==> config.mk <==
export PLATFORM = sky130hd
export DESIGN_NAME = seq_restoring_divider_flat
export DESIGN_NICKNAME = d
export VERILOG_FILES = /design/src/rtl/seq_restoring_divider_if.sv /design/src/rtl/seq_restoring_divider.sv /design/src/flat_wrapper.sv
export SDC_FILE = /design/constraint.sdc
export NUM_CORES = 1
export LEC_CHECK = 0
export BUFFER_PORTS_ARGS = -buffer_cell sky130_fd_sc_hd__buf_2
export CORE_MARGIN = 2
export CORE_UTILIZATION = 36
export DETAILED_ROUTE_END_ITERATION = 8
export PLACE_DENSITY = 0.58
export SLEW_MARGIN = 20
export SYNTH_ARGS = -nofsm -noshare
export SYNTH_HDL_FRONTEND = slang
export SYNTH_SLANG_ARGS = --single-unit
==> constraint.sdc <==
create_clock -name clk -period 2.3 [get_ports clk]
set_input_delay 0.46 -clock clk [delete_from_list [all_inputs] [get_ports clk]]
set_output_delay 0.46 -clock clk [all_outputs]
set_load 0.01 [all_outputs]
==> src/rtl/seq_restoring_divider_if.sv <==
// seq_restoring_divider_if: start/busy/done handshake bundle (start, dividend, divisor in; busy, done, quotient, remainder, div_by_zero out)
interface seq_restoring_divider_if #(parameter int N = 8);
  logic         start;
  logic [N-1:0] dividend;
  logic [N-1:0] divisor;
  logic         busy;
  logic         done;
  logic [N-1:0] quotient;
  logic [N-1:0] remainder;
  logic         div_by_zero;
  modport master (output start, dividend, divisor, input busy, done, quotient, remainder, div_by_zero);
  modport slave  (input start, dividend, divisor, output busy, done, quotient, remainder, div_by_zero);
endinterface

==> src/rtl/seq_restoring_divider.sv <==
// seq_restoring_divider: iterative unsigned restoring divider, one quotient bit per clock (ports: clk, rst_n, bus slave)
module seq_restoring_divider #(parameter int N = 8) (
  input  logic                        clk,
  input  logic                        rst_n,
  seq_restoring_divider_if.slave      bus
);
  localparam int CW = $clog2(N + 1);
  typedef enum logic {IDLE, RUN} state_t;
  state_t        state_q, state_d;
  logic [N:0]    rem_q, rem_d;
  logic [N-1:0]  sh_q, sh_d;
  logic [N-1:0]  dvsr_q, dvsr_d;
  logic [CW-1:0] cnt_q, cnt_d;
  logic          done_q, done_d;
  logic [N-1:0]  quot_q, quot_d;
  logic [N-1:0]  remo_q, remo_d;
  logic          dbz_q, dbz_d;
  logic [N:0]    shifted, diff, new_rem;
  logic [N-1:0]  new_sh;
  logic          qbit;
  // partial remainder is always < divisor before the shift, so its bit N is zero and can be dropped
  assign shifted = {rem_q[N-1:0], sh_q[N-1]};
  assign diff    = shifted - {1'b0, dvsr_q};
  assign qbit    = ~diff[N];
  assign new_rem = qbit ? diff : shifted;
  assign new_sh  = {sh_q[N-2:0], qbit};
  always_comb begin
    state_d = state_q;
    rem_d   = rem_q;
    sh_d    = sh_q;
    dvsr_d  = dvsr_q;
    cnt_d   = cnt_q;
    done_d  = 1'b0;
    quot_d  = quot_q;
    remo_d  = remo_q;
    dbz_d   = dbz_q;
    if (state_q == IDLE) begin
      if (bus.start) begin
        sh_d    = bus.dividend;
        dvsr_d  = bus.divisor;
        rem_d   = '0;
        cnt_d   = '0;
        state_d = RUN;
      end
    end else if (dvsr_q == '0) begin
      // zero divide completes on the first RUN edge; the shift register still holds the dividend
      done_d  = 1'b1;
      quot_d  = '1;
      remo_d  = sh_q;
      dbz_d   = 1'b1;
      state_d = IDLE;
    end else begin
      rem_d = new_rem;
      sh_d  = new_sh;
      cnt_d = cnt_q + 1'b1;
      if (cnt_q == CW'(N - 1)) begin
        done_d  = 1'b1;
        quot_d  = new_sh;
        remo_d  = new_rem[N-1:0];
        dbz_d   = 1'b0;
        state_d = IDLE;
      end
    end
  end
  always_ff @(posedge clk or negedge rst_n) begin
    if (!rst_n) begin
      state_q <= IDLE;
      rem_q   <= '0;
      sh_q    <= '0;
      dvsr_q  <= '0;
      cnt_q   <= '0;
      done_q  <= 1'b0;
      quot_q  <= '0;
      remo_q  <= '0;
      dbz_q   <= 1'b0;
    end else begin
      state_q <= state_d;
      rem_q   <= rem_d;
      sh_q    <= sh_d;
      dvsr_q  <= dvsr_d;
      cnt_q   <= cnt_d;
      done_q  <= done_d;
      quot_q  <= quot_d;
      remo_q  <= remo_d;
      dbz_q   <= dbz_d;
    end
  end
  assign bus.busy        = (state_q == RUN);
  assign bus.done        = done_q;
  assign bus.quotient    = quot_q;
  assign bus.remainder   = remo_q;
  assign bus.div_by_zero = dbz_q;
endmodule
==> src/flat_wrapper.sv <==
// flat-port wrapper written by rule: the top's interface ports become plain ports
module seq_restoring_divider_flat 
#(parameter int N = 8)
  (clk, rst_n, bus_start, bus_dividend, bus_divisor, bus_busy, bus_done, bus_quotient, bus_remainder, bus_div_by_zero);
  seq_restoring_divider_if #(.N(N)) bus_i ();
  input  logic clk;
  input  logic rst_n;
  input wire logic [$bits(bus_i.start)-1:0] bus_start;
  input wire logic [$bits(bus_i.dividend)-1:0] bus_dividend;
  input wire logic [$bits(bus_i.divisor)-1:0] bus_divisor;
  output wire logic [$bits(bus_i.busy)-1:0] bus_busy;
  output wire logic [$bits(bus_i.done)-1:0] bus_done;
  output wire logic [$bits(bus_i.quotient)-1:0] bus_quotient;
  output wire logic [$bits(bus_i.remainder)-1:0] bus_remainder;
  output wire logic [$bits(bus_i.div_by_zero)-1:0] bus_div_by_zero;
  assign bus_i.start = bus_start;
  assign bus_i.dividend = bus_dividend;
  assign bus_i.divisor = bus_divisor;
  assign bus_busy = bus_i.busy;
  assign bus_done = bus_i.done;
  assign bus_quotient = bus_i.quotient;
  assign bus_remainder = bus_i.remainder;
  assign bus_div_by_zero = bus_i.div_by_zero;
  seq_restoring_divider #(.N(N)) u_core (.clk(clk), .rst_n(rst_n), .bus(bus_i));
endmodule
# After elaboration in Yosys (flattened, before gate mapping)
# Index checks and enable logic that the tools add are counted.
word_totals:
  input_bits: 19
  word_cells: 44
  output_inout_bits: 19
  regBits: 47
op_classes:
  reduce_logical: 6
  n_eq_ne: 2
  n_addsub: 2
  mux: 23
  bitwise: 2
op_table:
  columns: ["operator", "count"]
  rows:
  - ["$mux W8", 11]
  - ["$mux W4", 3]
  - ["$mux W1", 9]
  - ["$sub A9 B8 Y9", 1]
  - ["$logic_not A8 Y1", 1]
  - ["$reduce_and A2 Y1", 3]
  - ["$add A4 B1 Y4 const B", 1]
  - ["$eq A4 B3 Y1 const B", 1]
  - ["$reduce_bool A2 Y1", 2]
  - ["$ne A2 B2 Y1 const B", 1]
  - ["$not A1 Y1", 2]

# Logic depth before layout (Yosys ltp)
# Gate-level depths: netlist of run 1.
logic_depth:
  depth_word: 4
  ltp_mapped: 10
  mapped_depth_nobuf: 9

# Worst setup path before layout of run 1
# Ideal clock, no wire load.
synth_path:
  path_kind: "register to register"
  start: "register u_core.sh_q[7]"
  end: "register u_core.rem_q[7]"
  path_buffers: 1
  setup_time_ps: 87
  t_arrival_ps: 2368
  period_less_slack_ps: 2454
  path_slack_ps: -154
  required_time_ps: 2213
  path_stages_with_launch: 11
  path_cell_list: "dfrtp_1 -> inv_1 -> ha_1 -> inv_1 -> fa_1 -> a211oi_4 -> o211ai_1 -> a221o_1 -> buf_6 -> a311o_1 -> o211ai_1"
synth_between:
  elab_chain_cells: 4
synth_rtl:
  columns: ["element", "line", "rtl"]
  rows:
  - ["start: declaration", "seq_restoring_divider.sv:11", "logic [N-1:0] sh_q, sh_d;"]
  - ["start signal: assignment", "seq_restoring_divider.sv:69", "sh_q <= '0;"]
  - ["start signal: assignment", "seq_restoring_divider.sv:79", "sh_q <= sh_d;"]
  - ["$sub A9 B8 Y9", "seq_restoring_divider.sv:23", "assign diff = shifted - {1'b0, dvsr_q};"]
  - ["$mux W8", "seq_restoring_divider.sv:25", "assign new_rem = qbit ? diff : shifted;"]
  - ["$mux W8", "seq_restoring_divider.sv:45", "end else if (dvsr_q == '0) begin"]
  - ["$mux W8", "seq_restoring_divider.sv:37", "if (state_q == IDLE) begin"]
  - ["end signal: assignment", "seq_restoring_divider.sv:78", "rem_q <= rem_d;"]
  - ["end: declaration", "seq_restoring_divider.sv:10", "logic [N:0] rem_q, rem_d;"]
# No other way between the ends. The select of a mux whose other input is x is not followed.
# A chain may end at the register's enable or synchronous reset.

# Worst setup path after layout of run 1
layout_path:
  start: "register u_core.sh_q[7]"
  end: "register u_core.remo_q[3] (netlist: u_core.bus.remainder[3])"
layout_between:
  elab_chain_cells: 4
layout_rtl:
  columns: ["element", "line", "rtl"]
  rows:
  - ["$sub A9 B8 Y9", "seq_restoring_divider.sv:23", null]
  - ["$mux W8", "seq_restoring_divider.sv:25", null]
  - ["$mux W8", "seq_restoring_divider.sv:56", "if (cnt_q == CW'(N - 1)) begin"]
  - ["$mux W8", "seq_restoring_divider.sv:45", null]
  - ["end signal: assignment", "seq_restoring_divider.sv:84", "remo_q <= remo_d;"]
  - ["end: declaration", "seq_restoring_divider.sv:16", "logic [N-1:0] remo_q, remo_d;"]
# No other way between the ends. The select of a mux whose other input is x is not followed.

==> results of run 1 <==
[cells by family after synthesis]
family	Yosys count
AO/OA/AOI/OAI	66
XOR/XNOR	4
adder cells (fa/ha/maj)	10
buffers and inverters	25
flip-flops	47
multiplexers	15
AND/OR/NAND/NOR	93
[power by group through the flow]
stage	clock network, mW	logic (mW)	registers [mW]
after floorplan	0	2.21	1.60
after global placement	0	3.29	1.60
after detailed placement	0	3.35	1.60
after CTS	0.648	3.61	1.60
after global routing	0.682	4.34	1.66
final	0.636	3.90	1.60
[Yosys cell counts, drive strengths merged, types with 2 or more instances]
cell	count	area, µm²
o211ai	6	45.04
a21oi	6	30.03
a21boi	2	15.01
o21ai	31	155.2
buf	3	20.01
nand2	43	161.4
mux2i	13	130.1
or4	2	15.01
nand3	18	90.09
clkbuf	11	42.54
dfrtp	47	1176
ha	9	112.6
nor2b	3	18.77
inv	11	41.29
o21a	2	15.01
nor4	2	12.51
nor2	17	63.81
mux2	2	22.52
o22ai	2	12.51
a221oi	6	58.80
a211oi	2	27.53
xor2	3	26.28
nand2b	3	18.77
[cell type report]
| type | instances | area (µm²) | share of cell area (%) |
|---|---|---|---|
| multi-input combinational | 188 | 1259 | 40.32 |
| timing repair buffer | 67 | 430.4 | 13.79 |
| clock inverter | 3 | 46.29 | 1.483 |
| inverter | 11 | 41.29 | 1.323 |
| tap | 80 | 100.1 | 3.206 |
| clock buffer | 5 | 68.82 | 2.204 |
| sequential | 47 | 1176 | 37.68 |
[per-stage QoR]
step | cell area (µm²) | setup TNS (ps) | setup WS, ps
detailed placement | 2890 | -2006 | -186.3
global placement | 2890 | -1210 | -131.5
finish | 3122 | -2474 | -211.7
global route | 3122 | -4737 | -334.2
floorplan | 2460 | -363.4 | -88.46
CTS | 3060 | -1361 | -153.5
[critical path, delay by kind of cell, from the launching register on]
kind	cells	cell delay, ps
buf+inv	3	280
fa+ha+maj	2	490
mux	1	150
compound gates	4	1090
flops	1	400
[per-layer routing]
layer / part of all wire, % / wire length, µm / GRT usage (%) / vias to the layer above
met5: 0 / 0 / 0 / -
met4: 1.4 / 87 / 5.398 / 0
met3: 3.1 / 187 / 3.333 / 6
met2: 48 / 2924 / 27.20 / 31
met1: 47 / 2876 / 23.87 / 961
li1: - / - / - / 1040
[final timing paths]
check | endpoint | slack (ps) | cells after the start
worst max-delay path | u_core.bus.remainder[3] | -210 | 10
worst min-delay path | u_core.dvsr_q[4] | 130 | 1
worst max register to register | u_core.bus.remainder[3] | -210 | 10
worst min register to register | u_core.bus.div_by_zero | 480 | 2
max in group asynchronous | u_core.rem_q[3] | 1650 | 2
min in group clk | u_core.dvsr_q[0] | 340 | 3
[timing repair]
action	in CTS	in global routing
pin swaps	3	4
gates resized for setup	16	10
setup buffers	2	2
endpoints found under the setup margin	17	18
[sequential cells by signal (all words and copies together), names as in the netlist]
name,cells
u_core.bus.done,1
u_core.dvsr_q,8
u_core.sh_q,8
u_core.bus.busy,1
u_core.rem_q,8
u_core.bus.quotient,8
u_core.cnt_q,4
u_core.bus.remainder,8
u_core.bus.div_by_zero,1
==> impl_metrics.json, run 1 <==
{
  "synth_simple_gate_area_share_pct": 17.06,
  "first_iter_violations": 104,
  "timing_hold_violations_final": 0,
  "dp.cells": 389,
  "grt_antenna_before_repair": 0,
  "clock_skew_ps": 9.685,
  "setup_viol": 17,
  "portBuffers": 37,
  "timing.final.ws_setup_ps": -211.7,
  "clock_sinks": 47,
  "cts_buffers": 5,
  "grt_pass1_wl_um": 10070,
  "synthMuxAreaShare_pct": 6.212,
  "cpPeakStageDelay_ps": 490,
  "root_buffer": "clkbuf_8",
  "startpoint_type": "flop",
  "die_w_um": 86.62,
  "final_common_cell": "dfrtp_1",
  "syn_area_um2": 2457,
  "gp_congestion": 0.8338,
  "initial_core_util_pct": 36.78,
  "power_density_nw_per_um2": 1968,
  "p_switching_mw": 2.602,
  "yosysSeqAreaShare_pct": 47.86,
  "clock_power_share_pct": 10.4,
  "grt_pass1_vias": 2016,
  "die_height_um": 86.62,
  "nNetsFinal": 349,
  "violations": "setup timing",
  "min_period_over_period_pct": 109.2,
  "num_vias": 2038,
  "worstPathArrival_ps": 2720,
  "ios": 38,
  "seq_power_share_pct": 26.1,
  "required_ps": 2510,
  "holdWs_ps": 125.5,
  "path_cells": "inv_2 > ha_4 > inv_2 > fa_2 > a211oi_4 > o211ai_1 > a221o_2 > buf_4 > mux2i_2 > a221oi_1",
  "cts.clk_slew.worst_paths_ps": 90,
  "ir_drop_v": 0.0007820,
  "timing.fmax_mhz": 398.1,
  "yosys_warnings": 0,
  "drc": 0,
  "ant_nets": 0,
  "ys.flop_type": "dfrtp_1",
  "grtUsageTotal_pct": 17.20,
  "synth_adder_area_share_pct": 5.397,
  "worstSetupPathType": "reg2reg",
  "grt_max_degree": 27,
  "reg2reg_from": "u_core.sh_q[7]",
  "leakage_nw": 1.478,
  "layout_common_cells": "47 x dfrtp_1, 43 x nand2_1, 37 x buf_2, 27 x buf_4, 25 x o21ai_0",
  "slew-limit-headroom_pct": 31.22,
  "synth_cell_types": 44,
  "finalWorstPathRequiredPeriod_ps": 2512,
  "cts.htree.levels": 2,
  "core_area_um2": 6681,
  "clk_latency_ps": 310,
  "slew_viol_final": 0,
  "cp_slowest_cell": "a221o_2",
  "synth-xor-area-share_pct": 1.426,
  "status": "finished with violations",
  "fin_util_pct": 46.72,
  "dieArea_um2": 7503,
  "syn2layout_area_growth_pct": 27.04,
  "wl_per_cell_um": 15.15,
  "power.internal_mw": 3.541,
  "place_hpwl_um": 4319,
  "cap_violations": 0,
  "synth_compound_area_share_pct": 17.82,
  "rsz0062_at_grt": "true",
  "avgSynthCellArea_um2": 9.451,
  "crit_start": "u_core.sh_q[7]",
  "clock_path_buffers": 2,
  "synth_edf_count": 0,
  "drive_gt1_share_pct": 29.91,
  "vias_per_cell": 5.082,
  "synthArstFlopShare_pct": 100.0,
  "dr.pass1.iters": 4,
  "p_sw_share_pct": 42.36,
  "syn_inst": 260,
  "crit_fanout": 5,
  "ctsHoldBuffers": 0,
  "synth_top_family_by_area": "compound AO/OA/AOI/OAI gates",
  "n_antenna_cell": 0,
  "ys_ff_latch": 47,
  "combinationalPowerShare_pct": 63.6,
  "worst_slew_pin_slew_ps": 1032,
  "overflow": 0,
  "hp-class": "in2async",
  "final_cells": 401,
  "row_count": 30,
  "wl_um": 6077,
  "synth.net_count": 289,
  "endpoint_kind": "flop",
  "fillerInstances": 655,
  "power_mw": 6.143,
  "crit_path_frequent_cell": "inv_2",
  "tritoncts": "built"
}
Note: power is estimated with default switching activity, not from simulation.
==> run 2: changes to the inputs <==
--- a/config.mk
+++ b/config.mk
@@ -9,7 +9,7 @@
 export CORE_MARGIN = 2
 export CORE_UTILIZATION = 36
 export DETAILED_ROUTE_END_ITERATION = 8
-export PLACE_DENSITY = 0.58
+export PLACE_DENSITY = 0.56
 export SLEW_MARGIN = 20
 export SYNTH_ARGS = -nofsm -noshare
 export SYNTH_HDL_FRONTEND = slang
==> constraint.sdc (replaced) <==
create_clock -name clk -period 2.51 [get_ports clk]
set_input_delay 0.502 -clock clk [delete_from_list [all_inputs] [get_ports clk]]
set_output_delay 0.502 -clock clk [all_outputs]
set_load 0.01 [all_outputs]
==> run 2 against run 1 <==
The run now ends clean. Clock-buffer cell count rose by 1. Maximum frequency up 1.7%. Setup slack better by 250 ps. Sequential cell count unchanged. Sequential share of layout area is 0.86 points higher. First-iteration DRC count fell by 19%. Design area down 2.2%. Final cell count fell by 1.5%.
==> impl_metrics.json, run 2 (synthesis gave the netlist of run 1 again) <==
{
  "num_vias": 2075,
  "crit_fanout": 7,
  "tritoncts": "built",
  "clock_path_buffers": 2,
  "overflow": 0,
  "ctsHoldBuffers": 0,
  "vias_per_cell": 5.253,
  "clock_skew_ps": 9.420,
  "clock_power_share_pct": 9.1,
  "cpPeakStageDelay_ps": 450,
  "cp.buffers_inverters": 2,
  "status": "completed",
  "slew_viol_final": 0,
  "final_cells": 395,
  "timing.final.ws_setup_ps": 39.56,
  "grtUsageTotal_pct": 17.08,
  "crit_start": "u_core.sh_q[7]",
  "ant_nets": 0,
  "ios": 38,
  "drc": 0,
  "dieArea_um2": 7503,
  "clock_sinks": 47,
  "multiInputGateArea_um2": 1254,
  "path_cells": "inv_2 > ha_4 > inv_2 > fa_2 > a211oi_4 > o211ai_1 > a221o_2 > mux2_4 > a221oi_2",
  "slew-limit-headroom_pct": 42.75,
  "grt_pass1_wl_um": 9984,
  "root_buffer": "clkbuf_8",
  "wl_per_cell_um": 15.00,
  "crit_family": "compound AO/OA/AOI/OAI gates",
  "n_antenna_cell": 0,
  "power_density_nw_per_um2": 1764,
  "dp.cells": 380,
  "crit_path_frequent_cell": "inv_2",
  "worstPathArrival_ps": 2670,
  "ff2ff_path_depth": 9,
  "initial_core_util_pct": 36.78,
  "hp-class": "in2async",
  "worst_slew_pin_slew_ps": 848.0,
  "endpoint": "u_core.bus.remainder[0]",
  "grt_max_degree": 32,
  "grt_antenna_before_repair": 0,
  "gp_congestion": 0.8660,
  "ir_drop_v": 0.0006415,
  "regArea_um2": 1176,
  "finalWorstPathRequiredPeriod_ps": 2470,
  "core_area_um2": 6681,
  "leakage_nw": 1.433,
  "startpoint_type": "flop",
  "dr.pass1.iters": 4,
  "p_switching_mw": 2.304,
  "first_iter_violations": 84,
  "nNetsFinal": 343,
  "place_ws_ps": -159.8,
  "cts.clk_slew.worst_paths_ps": 90,
  "row_count": 30,
  "endpoint_kind": "flop",
  "grt_pass1_vias": 2058,
  "portBuffers": 37,
  "crit_cells": 9,
  "p_sw_share_pct": 42.80,
  "worstSetupPathType": "reg2reg",
  "layout_common_cells": "47 x dfrtp_1, 43 x nand2_1, 37 x buf_2, 27 x o21ai_0, 22 x buf_4",
  "cap_violations": 0,
  "cts_buffers": 5,
  "rsz0062_at_grt": "true",
  "syn2layout_area_growth_pct": 24.19,
  "setup_viol": 0,
  "r2r_slack_ps": 40,
  "wl_um": 5925,
  "min_period_over_period_pct": 98.42,
  "fillerInstances": 657,
  "cts.htree.levels": 2,
  "timing.fmax_mhz": 404.8,
  "place_hpwl_um": 4334,
  "clk_latency_ps": 300,
  "timing_hold_violations_final": 0,
  "seq_power_share_pct": 27.5,
  "die_height_um": 86.62,
  "reg2reg_from": "u_core.sh_q[7]",
  "cp_slowest_cell": "a221o_2",
  "required_ps": 2710,
  "r2r_end": "u_core.bus.remainder[0]",
  "final_common_cell": "dfrtp_1",
  "combinationalPowerShare_pct": 63.5,
  "die_w_um": 86.62,
  "power.internal_mw": 3.079,
  "drive_gt1_share_pct": 27.94
}
==> run 2: cell count changes in the layout (fill, tap and decap cells not counted), sizes merged <==
cell / change
inv: -1
clkinv: +1
bufinv: -1
clkbuf: +1
buf: -6
==> run 2: final cells by class <==
| cell class | count | area share, % |
|---|---|---|
| multi-input combinational | 188 | 41.08 |
| sequential | 47 | 38.54 |
| timing repair buffer | 61 | 12.51 |
| tap | 80 | 3.280 |
| clock buffer | 6 | 2.706 |
| inverter | 11 | 1.353 |
| clock inverter | 2 | 0.5330 |
==> run 2: worst min path at each step <==
| stage | end | start |
|---|---|---|
| after floorplan | u_core.bus.busy | rst_n |
| after global placement | u_core.bus.div_by_zero | u_core.bus.div_by_zero |
| after detailed placement | u_core.bus.div_by_zero | u_core.bus.div_by_zero |
| after CTS | u_core.dvsr_q[5] | rst_n |
| after global routing | u_core.bus.remainder[7] | rst_n |
| final | u_core.dvsr_q[5] | rst_n |
==> run 2: through the flow <==
step                      power [mW]  instance area [µm²]  utilization, %  TNS, ps  hold WS (ps)
after global placement         4.276                 2820           42.21   -297.0         458.2
after floorplan                3.480                 2457               -        0         206.4
after detailed placement       4.326                 2820           42.21    -1032         462.7
final                          5.384                 3052           45.67        0         254.0
after global routing           5.887                 3052           45.67   -681.9         305.3
after CTS                      4.932                 2962           44.33   -56.69         268.6
==> run 2: power by group through the flow <==
stage	Sequential (mW)	Combinational [mW]	Clock [mW]
2_1_floorplan	1.46	2.02	0
3_3_place_gp	1.47	2.81	0
4_1_cts	1.47	2.96	0.503
3_5_place_dp	1.47	2.86	0
6_report	1.48	3.42	0.487
5_1_grt	1.53	3.82	0.530
==> run 2: repair_timing <==
action                     4_1_cts  5_1_grt
setup buffers                    3        4
resized for setup                8       14
setup endpoints to repair       13       15
pin swaps                        2        6
==> run 2: worst reg2reg max path: cells and delay by family (launching register included) <==
| kind | cells | cell delay [ps] |
|---|---|---|
| adder cells (fa/ha/maj) | 2 | 490 |
| flip-flops | 1 | 390 |
| AO/OA/AOI/OAI | 4 | 1060 |
| multiplexers | 1 | 340 |
| buffers and inverters | 2 | 110 |
==> run 2: metal layers <==
| layer | global-route usage, % | wire length, µm | vias to the layer above |
|---|---|---|---|
| met5 | 0 | 0 | - |
| met4 | 5.114 | 60 | 0 |
| met3 | 2.286 | 202 | 5 |
| met2 | 27.41 | 2878 | 48 |
| met1 | 24.16 | 2783 | 990 |
| li1 | - | - | 1032 |
==> run 3: changes to the inputs <==
--- a/config.mk
+++ b/config.mk
@@ -10,6 +10,7 @@
 export CORE_UTILIZATION = 36
 export DETAILED_ROUTE_END_ITERATION = 8
 export PLACE_DENSITY = 0.56
+export REMOVE_ABC_BUFFERS = 1
 export SLEW_MARGIN = 20
 export SYNTH_ARGS = -nofsm -noshare
 export SYNTH_HDL_FRONTEND = slang
==> run 3 against run 2 <==
Design area is 3.0% lower. Clock-buffer cell count stayed put. Routed wire length is 3.2% lower. Register-to-register slack hardly changed. Sequential cell count stayed put. Utilization is 1.4 points lower. Setup slack worse by 3.0 ps. Global-route usage is 0.91 points lower. Power is 5.6% lower. Critical path type unchanged. Largest cell class unchanged. Largest power group unchanged. Highest routed layer unchanged.
==> impl_metrics.json, run 3 (synthesis gave the netlist of run 1 again) <==
{
  "grt_max_degree": 48,
  "clock_skew_ps": 7.160,
  "slew_viol_final": 0,
  "setup_viol": 0,
  "cap_violations": 0,
  "wl_per_cell_um": 14.74,
  "clock_path_buffers": 2,
  "power_mw": 5.083,
  "timing.fmax_mhz": 404.3,
  "ir_drop_v": 0.0006751,
  "p_sw_share_pct": 43.57,
  "ff2ff_path_depth": 9,
  "cts.htree.levels": 2,
  "core_area_um2": 6681,
  "crit_cells": 9,
  "min_period_over_period_pct": 98.54,
  "clock_sinks": 47,
  "status": "completed",
  "path_cells": "inv_2 > ha_4 > inv_2 > fa_2 > a211oi_4 > o211ai_1 > a221o_2 > mux2_4 > a221oi_2",
  "num_vias": 2024,
  "nNetsFinal": 337,
  "n_antenna_cell": 0,
  "overflow": 0,
  "top_usage_layer": "met2",
  "combinationalPowerShare_pct": 61.5,
  "final_common_cell": "dfrtp_1",
  "root_buffer": "clkbuf_8",
  "leakage_nw": 1.396,
  "drc": 0,
  "use_met3_pct": 3.810,
  "layout_common_cells": "47 x dfrtp_1, 43 x nand2_1, 37 x buf_2, 28 x o21ai_0, 18 x nand3_1",
  "worstSetupPathType": "reg2reg",
  "place_hpwl_um": 4040,
  "rsz0062_at_grt": "true",
  "worstPathArrival_ps": 2680,
  "grt_antenna_before_repair": 0,
  "power.internal_mw": 2.868,
  "power_density_nw_per_um2": 1717,
  "timing_hold_violations_final": 0,
  "first_iter_violations": 90,
  "ios": 38,
  "ant_nets": 0,
  "dieArea_um2": 7503,
  "cp_slowest_cell": "a221o_2",
  "crit_path_frequent_cell": "inv_2",
  "cpPeakStageDelay_ps": 460,
  "initial_core_util_pct": 36.78,
  "crit_family": "compound AO/OA/AOI/OAI gates",
  "seq_power_share_pct": 28.7,
  "drive_gt1_share_pct": 24.60,
  "vias_per_cell": 5.203,
  "endpoint_kind": "flop",
  "worst_slew_pin_slew_ps": 840.5,
  "startpoint_type": "flop",
  "ctsHoldBuffers": 0,
  "row_count": 30,
  "portBuffers": 37,
  "crit_fanout": 5,
  "finalWorstPathRequiredPeriod_ps": 2473,
  "cp.buffers_inverters": 2,
  "dr.pass1.iters": 4,
  "grtUsageTotal_pct": 16.17,
  "die_height_um": 86.62,
  "grt_pass1_vias": 1923,
  "die_w_um": 86.62,
  "use_met1_pct": 22.14,
  "cts.clk_slew.worst_paths_ps": 90,
  "gp_congestion": 0.8646,
  "tns_ps": 0,
  "clk_latency_ps": 300,
  "wl_um": 5735,
  "slew-limit-headroom_pct": 43.85,
  "hp-class": "in2async",
  "cts_buffers": 5,
  "met2_usage_pct": 25.80,
  "required_ps": 2720,
  "p_switching_mw": 2.214,
  "r2r_slack_ps": 40,
  "tritoncts": "built",
  "clock_power_share_pct": 9.8,
  "grt_pass1_wl_um": 9459,
  "syn2layout_area_growth_pct": 20.47
}
[run 3: worst reg2reg max path: cells and delay by family, from the launching register on]
| family | cells | cell delay, ps |
|---|---|---|
| AOI/OAI and AO/OA | 4 | 1060 |
| adders and majority gates | 2 | 490 |
| buffers and inverters | 2 | 110 |
| DFF | 1 | 390 |
| muxes | 1 | 330 |
[run 3: power by group through the flow]
stage	clock [mW]	sequential [mW]	combinational [mW]
6_report	0.496	1.46	3.13
5_1_grt	0.539	1.52	3.49
4_1_cts	0.509	1.46	3.01
3_5_place_dp	0	1.47	2.85
3_3_place_gp	0	1.47	2.82
2_1_floorplan	0	1.49	1.90
[run 3: timing repair]
item	in CTS	in global routing
cloned	1	0
resized for setup	8	6
setup buffers	2	0
pin swaps	3	4
endpoints found under the setup margin	16	11
[run 3: through the flow]
stage / setup slack (ps) / util, % / area, µm² / instances / hold slack [ps]
after floorplan: -57.24 / - / 2395 / 246 / 206.4
after global placement: -65.35 / 41.80 / 2793 / 378 / 457.6
after detailed placement: -147.6 / 41.80 / 2793 / 378 / 463.7
after CTS: -35.34 / 43.95 / 2937 / 389 / 308.0
after global routing: -51.81 / 44.31 / 2960 / 389 / 328.1
final: 36.56 / 44.31 / 2960 / 389 / 274.7
[run 3: layout make-up]
type / count / area (µm²)
repair buffers: 54 / 312.8
fillers: 658 / 3721
clock inverters: 2 / 16.27
inverters: 11 / 41.29
well taps: 80 / 100.1
flip-flops and latches: 47 / 1176
clock buffers: 6 / 82.58
multi-input cells: 189 / 1231
[run 3: path summary, 6_finish.rpt]
check	from	to
setup / recovery	u_core.sh_q[7]	u_core.bus.remainder[0]
hold / removal	rst_n	u_core.bus.done
setup reg to reg	u_core.sh_q[7]	u_core.bus.remainder[0]
hold reg to reg	u_core.bus.div_by_zero	u_core.bus.div_by_zero
max in group asynchronous	rst_n	u_core.dvsr_q[2]
min in group clk	bus_divisor[0]	u_core.dvsr_q[0]
[run 3: metal layers]
metal  wire [µm]  vias up  part of all wire, %
li1            -     1018                    -
met1        2718      970                   47
met2        2776       32                   48
met3         203        4                  3.5
met4          37        0                 0.65
met5           0        -                    0
